**config.mk**
```make
export PLATFORM = sky130hd
export DESIGN_NAME = uart_tx_mmio
export DESIGN_NICKNAME = d
export VERILOG_FILES = /design/src/rtl/uart_pkg.sv /design/src/rtl/uart_tx_fifo.sv /design/src/rtl/uart_tx_mmio.sv
export SDC_FILE = /design/constraint.sdc
export NUM_CORES = 1
export LEC_CHECK = 0
export ABC_AREA = 1
export BUFFER_PORTS_ARGS = -buffer_cell sky130_fd_sc_hd__buf_2
export CAP_MARGIN = 5
export CORE_ASPECT_RATIO = 0.6
export CORE_MARGIN = 5
export CORE_UTILIZATION = 46
export CTS_CLUSTER_DIAMETER = 150
export DETAILED_ROUTE_END_ITERATION = 8
export PLACE_DENSITY = 0.76
export SLEW_MARGIN = 20
export SYNTH_ARGS = -nofsm -noshare
export SYNTH_HDL_FRONTEND = slang
export SYNTH_HIERARCHICAL = 1
export SYNTH_SLANG_ARGS = --single-unit
```
**constraint.sdc**
```tcl
create_clock -name CLK -period 2.4 [get_ports CLK]
set_input_delay 0.36 -clock CLK [delete_from_list [all_inputs] [get_ports CLK]]
set_output_delay 0.36 -clock CLK [all_outputs]
set_load 0.05 [all_outputs]
```
**src/rtl/uart_pkg.sv**
```systemverilog
// Shared types and constants for the memory-mapped UART transmitter.
// The PARITY state exists only when UART_TX_PARITY_EN is defined.
package uart_pkg;

`ifdef UART_TX_PARITY_EN
   typedef enum logic [2:0] {
      ST_IDLE,
      ST_START,
      ST_DATA,
      ST_PARITY,
      ST_STOP
   } txState_t;
`else
   typedef enum logic [2:0] {
      ST_IDLE,
      ST_START,
      ST_DATA,
      ST_STOP
   } txState_t;
`endif

   localparam int STAT_FULL  = 0;
   localparam int STAT_EMPTY = 1;
   localparam int STAT_BUSY  = 2;
   localparam int STAT_OVF   = 3;

   localparam logic [31:0] REG_TXDATA = 32'h0;
   localparam logic [31:0] REG_STATUS = 32'h4;

endpackage

```
**src/rtl/uart_tx_fifo.sv**
```systemverilog
// Small synchronous FIFO; a push into a full FIFO is accepted only when a
// pop happens on the same edge, otherwise the caller sees it as dropped.
module uart_tx_fifo #(
   parameter int WIDTH = 8,
   parameter int DEPTH = 4
) (
   input  logic             CLK,
   input  logic             ResetN,
   input  logic             push,
   input  logic [WIDTH-1:0] pushData,
   input  logic             pop,
   output logic [WIDTH-1:0] popData,
   output logic             full,
   output logic             empty
);

   localparam int AW = $clog2(DEPTH);

   logic [WIDTH-1:0] mem [DEPTH];
   logic [AW:0]      wrPtr;
   logic [AW:0]      rdPtr;
   logic             popOk;
   logic             pushOk;

   // Extra pointer MSB distinguishes full from empty when the indices match.
   assign empty   = (wrPtr == rdPtr);
   assign full    = (wrPtr[AW] != rdPtr[AW]) && (wrPtr[AW-1:0] == rdPtr[AW-1:0]);
   assign popOk   = pop && !empty;
   assign pushOk  = push && (!full || popOk);
   assign popData = mem[rdPtr[AW-1:0]];

   always_ff @(posedge CLK or negedge ResetN) begin
      if (!ResetN) begin
         wrPtr <= '0;
         rdPtr <= '0;
      end else begin
         if (pushOk) wrPtr <= wrPtr + 1'b1;
         if (popOk)  rdPtr <= rdPtr + 1'b1;
      end
   end

   always_ff @(posedge CLK) begin
      if (pushOk) mem[wrPtr[AW-1:0]] <= pushData;
   end

endmodule

```
**src/rtl/uart_tx_mmio.sv**
```systemverilog
// Memory-mapped 8N1 UART transmitter: TXDATA/STATUS decode, sticky overflow,
// framing FSM and baud counter. Define UART_TX_PARITY_EN for even parity.
module uart_tx_mmio
   import uart_pkg::*;
#(
   parameter int          CLKS_PER_BIT = 16,
   parameter int          FIFO_DEPTH   = 4,
   parameter logic [31:0] BASE_ADDR    = 32'h0000_0100
) (
   input  logic        CLK,
   input  logic        ResetN,
   input  logic [31:0] DataAdr,
   input  logic [31:0] WriteData,
   input  logic        MemWrite,
   output logic [31:0] ReadData,
   output logic        TxD,
   output logic        TxBusy
);

   localparam int CNT_W = (CLKS_PER_BIT > 1) ? $clog2(CLKS_PER_BIT) : 1;

   txState_t   state;
   txState_t   nextState;
   logic [CNT_W-1:0] baudCnt;
   logic [2:0] bitIdx;
   logic [7:0] dataReg;
   logic       ovf;
   logic       pop;
   logic       bitDone;
   logic       txLine;
   logic       fifoFull;
   logic       fifoEmpty;
   logic [7:0] fifoData;
   logic       txDataHit;
   logic       statusAddr;
   logic       unusedWriteData;

   assign txDataHit       = MemWrite && (DataAdr == BASE_ADDR + REG_TXDATA);
   assign statusAddr      = (DataAdr == BASE_ADDR + REG_STATUS);
   assign bitDone         = (baudCnt == CNT_W'(CLKS_PER_BIT - 1));
   assign unusedWriteData = ^WriteData[31:8];

   uart_tx_fifo #(
      .WIDTH (8),
      .DEPTH (FIFO_DEPTH)
   ) txFifo (
      .CLK      (CLK),
      .ResetN   (ResetN),
      .push     (txDataHit),
      .pushData (WriteData[7:0]),
      .pop      (pop),
      .popData  (fifoData),
      .full     (fifoFull),
      .empty    (fifoEmpty)
   );

   // Overflow is sticky until firmware writes STATUS with bit 3 set.
   always_ff @(posedge CLK or negedge ResetN) begin
      if (!ResetN) begin
         ovf <= 1'b0;
      end else if (txDataHit && fifoFull && !pop) begin
         ovf <= 1'b1;
      end else if (MemWrite && statusAddr && WriteData[STAT_OVF]) begin
         ovf <= 1'b0;
      end
   end

   always_comb begin
      ReadData = '0;
      if (statusAddr) begin
         ReadData[STAT_FULL]  = fifoFull;
         ReadData[STAT_EMPTY] = fifoEmpty;
         ReadData[STAT_BUSY]  = TxBusy;
         ReadData[STAT_OVF]   = ovf;
      end
   end

   always_ff @(posedge CLK or negedge ResetN) begin
      if (!ResetN) begin
         state   <= ST_IDLE;
         baudCnt <= '0;
         bitIdx  <= '0;
         dataReg <= '0;
      end else begin
         state <= nextState;
         if (state == ST_IDLE || bitDone) begin
            baudCnt <= '0;
         end else begin
            baudCnt <= baudCnt + 1'b1;
         end
         if (pop) begin
            bitIdx  <= '0;
            dataReg <= fifoData;
         end else if (state == ST_DATA && bitDone) begin
            bitIdx <= bitIdx + 1'b1;
         end
      end
   end

   // The head byte is popped on the same edge the frame starts, so STOP can
   // chain straight into the next START without an idle gap.
   always_comb begin
      nextState = state;
      pop       = 1'b0;
      txLine    = 1'b1;
      case (state)
         ST_IDLE: begin
            if (!fifoEmpty) begin
               pop       = 1'b1;
               nextState = ST_START;
            end
         end
         ST_START: begin
            txLine = 1'b0;
            if (bitDone) nextState = ST_DATA;
         end
         ST_DATA: begin
            txLine = dataReg[bitIdx];
            if (bitDone && bitIdx == 3'd7) begin
`ifdef UART_TX_PARITY_EN
               nextState = ST_PARITY;
`else
               nextState = ST_STOP;
`endif
            end
         end
`ifdef UART_TX_PARITY_EN
         ST_PARITY: begin
            txLine = ^dataReg;
            if (bitDone) nextState = ST_STOP;
         end
`endif
         ST_STOP: begin
            if (bitDone) begin
               if (!fifoEmpty) begin
                  pop       = 1'b1;
                  nextState = ST_START;
               end else begin
                  nextState = ST_IDLE;
               end
            end
         end
         default: nextState = ST_IDLE;
      endcase
   end

   assign TxD    = txLine;
   assign TxBusy = (state != ST_IDLE);

endmodule

```
[Yosys cells after proc, flatten, opt, wreduce, memory -nomap -nowiden]
Memory sizes are Yosys's and may differ from the RTL's. A register that Yosys moved wholly into a read port is not among the register bits.
Cells that the tools add are included.
Word-level totals
  bits in registers: 17
  bits in latches: 0
  memory bits (writable): 32
  memory bits (read-only): 0
  input port bits: 67
  output and inout bits: 34
  logic and storage cells: 67
  memories kept: 1
Memory list
  txFifo.mem: words 4, bits a word 8, read ports 1, clocked after Yosys merged registers in 1, wr ports 1, line uart_tx_fifo.sv:19  | logic [WIDTH-1:0] mem [DEPTH];
Operators by class
  $add $sub $neg: 4
  multipliers: 0
  divide/modulo/power cells: 0
  $lt $le $gt $ge: 1
  eq/ne operators: 14
  shift operators: 0
  mux-type cells: 20
  bitwise gates (word level): 0
  reduce and logical (&&, ||, !) cells: 21
Operator list (count)
  32-bit by 9-bit equality test with 1-bit output (second input constant): 2
  3-bit two-way mux: 6
  3-bit case mux with 4 select lines: 1
  1-bit logical AND: 10
  3-bit by 1-bit adder with 3-bit output (second input constant): 3
  1-bit two-way mux: 8
  4-bit two-way mux: 2
  3-bit by 2-bit equality test with 1-bit output (second input constant): 2
  2-bit inequality test (second input constant): 3
  4-bit by 1-bit adder with 4-bit output (second input constant): 1
  4-bit equality test (second input constant): 1
  1-bit zero test: 4
  3-bit by 4-bit less-than comparator with 1-bit output (second input constant): 1
  1-bit case mux with 2 select lines: 2
  4-bit AND reduction: 1
  2-bit nonzero test: 2
  1-bit binary-select mux with 3-bit select: 1
  3-bit by 1-bit equality test with 1-bit output (second input constant): 1
  3-bit equality test: 1
  3-bit equality test (second input constant): 1
  3-bit zero test: 1
  3-bit nonzero test: 1
  2-bit equality test: 1
  1-bit logical OR: 2
  other kinds (2): 2

[Depth between registers and ports, before layout]
  depth in word-level cells: 9
  gate-level depth with buffers: 17
  gate-level depth less buffers: 16

[Hierarchy]
The synthesis kept the hierarchy.
Modules (own cells, without submodules)
  uart_tx_fifo: instances 1, cells an instance 137, area each 1662.8 um2, sequential area each 1111.1 um2
  uart_tx_mmio: instances 1, cells an instance 214, area each 1445.1 um2, sequential area each 450.4 um2

[Least setup slack after synthesis]
Ideal clock, no wire load.
  path type: register to register
  start: register txFifo.rdPtr[0]
  end: memory txFifo.mem[1][0] (enable)
  library setup time: 0.371 ns
  data arrival time: 2.070 ns
  data required time: 2.029 ns
  path slack: -0.041 ns
  stages on the path, launching flop included: 16
  buffers on the path: 2
  clock period less this slack: 2.441 ns
  cell sequence: dfrtp_1 -> buf_6 -> nand2_1 -> nand2_4 -> nand3_2 -> inv_1 -> inv_1 -> nand2_1 -> o21ai_2 -> nand2_4 -> inv_4 -> buf_8 -> inv_1 -> nand4_4 -> nand2_4 -> nor2_1
Between the ends
  cells in the longest elaborated chain, start to end: 9
  elaborated cells on any way between the ends: 13
  those cells by class: eq/ne (2); mux (5); reduce/logical (6)
Ends and longest elaborated chain
  start: declaration: line uart_tx_fifo.sv:21  | logic [AW:0] rdPtr;
  start signal: assignment: line uart_tx_fifo.sv:38  | if (popOk) rdPtr <= rdPtr + 1'b1;
  3-bit equality test (*): line uart_tx_fifo.sv:26  | assign empty = (wrPtr == rdPtr);
  via fifoEmpty: line uart_tx_mmio.sv:32  | logic fifoEmpty;
  1-bit two-way mux (*): line uart_tx_mmio.sv:108, uart_tx_mmio.sv:135
  1-bit two-way mux: line uart_tx_mmio.sv:134  | if (bitDone) begin
  1-bit case mux with 2 select lines (*): line uart_tx_mmio.sv:106  | case (state)
  via pop: line uart_tx_mmio.sv:28  | logic pop;
  1-bit logical AND (*): line uart_tx_fifo.sv:28  | assign popOk = pop && !empty;
  1-bit logical OR (*): line uart_tx_fifo.sv:29  | assign pushOk = push && (!full || popOk);
  1-bit logical AND (*): line uart_tx_fifo.sv:29
  1-bit two-way mux (*): line uart_tx_fifo.sv:43  | if (pushOk) mem[wrPtr[AW-1:0]] <= pushData;
  1-bit two-way mux (not written as such) (*): line uart_tx_fifo.sv:43
  end: declaration: line uart_tx_fifo.sv:19
Mark *: on every way through the listed nets, which the timed path passes. The rest lies on a longest branch.

[Final worst setup path]
  start: register txFifo.wrPtr[0]
  end: memory txFifo.mem[2][0] (enable)
Between the ends
  cells in the longest elaborated chain, start to end: 9
  elaborated cells on any way between the ends: 13
  those cells by class: eq/ne (2); mux (5); reduce/logical (6)
Ends and longest elaborated chain
  start: declaration: line uart_tx_fifo.sv:20  | logic [AW:0] wrPtr;
  start signal: assignment: line uart_tx_fifo.sv:37  | if (pushOk) wrPtr <= wrPtr + 1'b1;
  3-bit equality test (*): line uart_tx_fifo.sv:26
  via fifoEmpty: line uart_tx_mmio.sv:32
  1-bit two-way mux: line uart_tx_mmio.sv:108, uart_tx_mmio.sv:135
  1-bit two-way mux: line uart_tx_mmio.sv:134
  1-bit case mux with 2 select lines: line uart_tx_mmio.sv:106
  1-bit logical AND (*): line uart_tx_fifo.sv:28
  1-bit logical OR (*): line uart_tx_fifo.sv:29
  1-bit logical AND (*): line uart_tx_fifo.sv:29
  1-bit two-way mux (*): line uart_tx_fifo.sv:43
  1-bit two-way mux (not written as such) (*): line uart_tx_fifo.sv:43
Marks and branches as above.

==> summary.txt <==
status = complete, no violations
first-pass GRT wire length = 10.30 mm
Die Y-Extent = 73.67 µm
CTS max path bufs = 2
Wirelength per Cell = 12.39 µm
DRC = 0
register area = 1563 µm²
Slew headroom = 0.6351
critical path type = reg2reg
Peak VDD IR = 0.0003867 V
share of the yosys chip area belonging to registers = 0.5024
Crit path required time = 2.40 ns
CP Capture Type = flip-flop
Filler Cell Count = 598
DR iter-0 viols = 135
number of buffers created by CTS = 5
Clock Sinks = 56
share of post-route cells with drive strength above 1 = 0.2044
synth top area cells = edfxtp_1, dfrtp_1, nand2_1, buf_4, inv_1
Overall Global Routing Usage = 0.1543
I/O pins = 101
Ant. Diodes = 0
Post-Syn Instances = 351
total grt overflow = 0
Crit-path slowest cell = dfrtp_1
root buf cell = clkbuf_16
final net count = 489
FF-to-FF path depth = 15
# port buffers = 48
class of the worst hold path = in2async
ANT nets after route = 0
CP max stage delay = 0.44 ns
fmax = 452.3 MHz
Vias = 2275
Startpoint Class = flip-flop
DRT Pass-1 Iters = 4
CP Cell Sequence = inv_2, nand2_4, nand2_4, nand3_2, inv_1, inv_1, nand2_1, o21ai_2, nand2_4, inv_4, inv_1, nand4_4, nand2_4, nor2_1, buf_4
worst reg2reg endpoint = txFifo/mem[2][0]
DP Worst Slack = 0.07808 ns
GP Congestion = 0.8222
post-synth top area share = 0.3092
Tcrit/Tclk final = 0.9212
Synth Register Bits = 56
# hold bufs at CTS = 0
Total Wirelength = 6.172 mm
Synth Cell Area = 3108 µm²
setup TNS = 0 ns
row count = 23
final setup vio count = 0
Hold Slack = 0.04216 ns
reg-to-reg slack, setup = 0.19 ns
initial antenna violation count = 0
Power Density = 563.0 nW/µm²
Max Transition Viols Final = 0
Ys Warns = 6
Multi-input gate area = 1197 µm²
syn_area_per_cell = 8.855 µm²
min Tclk post-route = 2.211 ns
leakage = 0.001748 µW
Clk pin slew, worst setup/hold paths = 0.07 ns
Starting Density = 0.4696
most used cell, CP = nand2_4
post-synth top area cell = edfxtp_1
Vias per Instance = 4.568
largest net degree at the start of global routing = 25
r2r startpoint = txFifo/wrPtr[0]
Die Area = 8554 µm²
CTS tree = yes
area of the core = 6619 µm²
die width = 116.1 µm
Worst Skew = 0.004940 ns
HPWL Detailed = 4.672 mm
final setup margin = 0.1892 ns
Final Hold Fails = 0
total power = 2008 µW
Max-Cap Viols = 0
vias in the first global route = 2264
insertion delay to the later sink of the worst-skew pair = 0.29 ns
CP arrival = 2.21 ns
RSZ-0062 raised after global routing = no
Slew @ Worst Pin = 0.5473 ns
critical path peak fanout = 8
Yosys cell types = 31
H-tree depth = 2
Layout area overhead = 14.77%
where the power goes:
| group | switching, µW | internal (µW) |
|---|---|---|
| clock network | 331 | 497 |
| registers | 0.0940 | 1020 |
| logic | 130 | 31.2 |
| total | 462 | 1550 |
worst max path at each step:
stage                     from          endpoint  slack, ns  cells past startpoint
6_report       txFifo/wrPtr[0]  txFifo/mem[2][0]       0.19                     15
2_1_floorplan  txFifo/rdPtr[0]  txFifo/mem[1][0]      -0.04                     15
4_1_cts        txFifo/wrPtr[0]  txFifo/mem[3][0]       0.06                     14
5_1_grt        txFifo/wrPtr[0]  txFifo/mem[2][2]       0.01                     15
3_5_place_dp   txFifo/wrPtr[0]  txFifo/mem[3][0]       0.08                     14
3_3_place_gp   txFifo/wrPtr[0]  txFifo/mem[3][0]       0.14                     14
layout make-up:
class,instances,share of cell area
Inverter,52,0.05717
Tap cell,87,0.03052
Timing Repair Buffer,59,0.09155
Multi-Input combinational cell,236,0.3357
Clock buffer,6,0.03613
Clock inverter,2,0.01087
Sequential cell,56,0.4381
cells in the final DEF, fill, tap and decap left out, drive strengths merged, types with 6 or more instances in the layout:
master and count:
nand2 80, buf 59, inv 52, nor2 47, edfxtp 32, conb 28, o21ai 25, dfrtp 24
nand3 17, ha 12, o22ai 8, clkbuf 6
cell usage after synthesis (all sizes together):
library cell / number
nand2: 80
inv: 52
nor2: 47
buf: 32
edfxtp: 32
o21ai: 25
dfrtp: 24
nand3: 17
ha: 12
o22ai: 8
a21oi: 4
nand4: 4
xor2: 4
clkbuf: 2
o211ai: 2
and2: 1
conb: 1
nand3b: 1
nor3: 1
or2: 1
xnor2: 1
metal layers:
| metal | global-route usage | vias up | wire, µm |
|---|---|---|---|
| met5 | 0 | - | 0 |
| met4 | 0.02445 | 0 | 0 |
| met3 | 0.03951 | 0 | 317 |
| met2 | 0.2588 | 41 | 2908 |
| met1 | 0.2079 | 1054 | 2946 |
| li1 | - | 1180 | - |
through the flow:
step	cells	instance area [µm²]	utilization
floorplan	378	3209	-
global placement	488	3371	0.5093
detailed placement	488	3371	0.5093
CTS	496	3538	0.5346
global route	498	3567	0.5389
finish	498	3567	0.5389
state kept, by name (all words and copies together) (netlist names):
register / count
baudCnt: 4
bitIdx: 3
dataReg: 8
ovf: 1
state: 2
txFifo/mem: 32
txFifo/rdPtr: 3
txFifo/wrPtr: 3
critical path, delay by kind of cell, from the launching register on:
family | cells | cell delay, ns
AOI/OAI and AO/OA | 1 | 0.18
and+or+nand+nor | 8 | 0.76
DFF | 1 | 0.44
buffers and inverters | 6 | 0.54
timing repair:
action / 4_1_cts / 5_1_grt
setup endpoints to repair: 0 / 32
endpoints found under the hold margin: 0 / 0
gates resized for setup: 0 / 5
setup buffers: 0 / 2
kinds of logic (layout without fill, tap and decap cells):
logic type / count (synthesis) / after routing / share of synthesized area
AND/OR/NAND/NOR: 152 / 152 / 0.2162
adder cells (fa/ha/maj): 12 / 12 / 0.04831
buffers and inverters: 86 / 119 / 0.1465
other: 1 / 28 / 0.001207
AO/OA/AOI/OAI: 39 / 39 / 0.06884
XOR/XNOR: 5 / 5 / 0.01651
flip-flops: 56 / 56 / 0.5024
(Power assumes the default switching activity.)
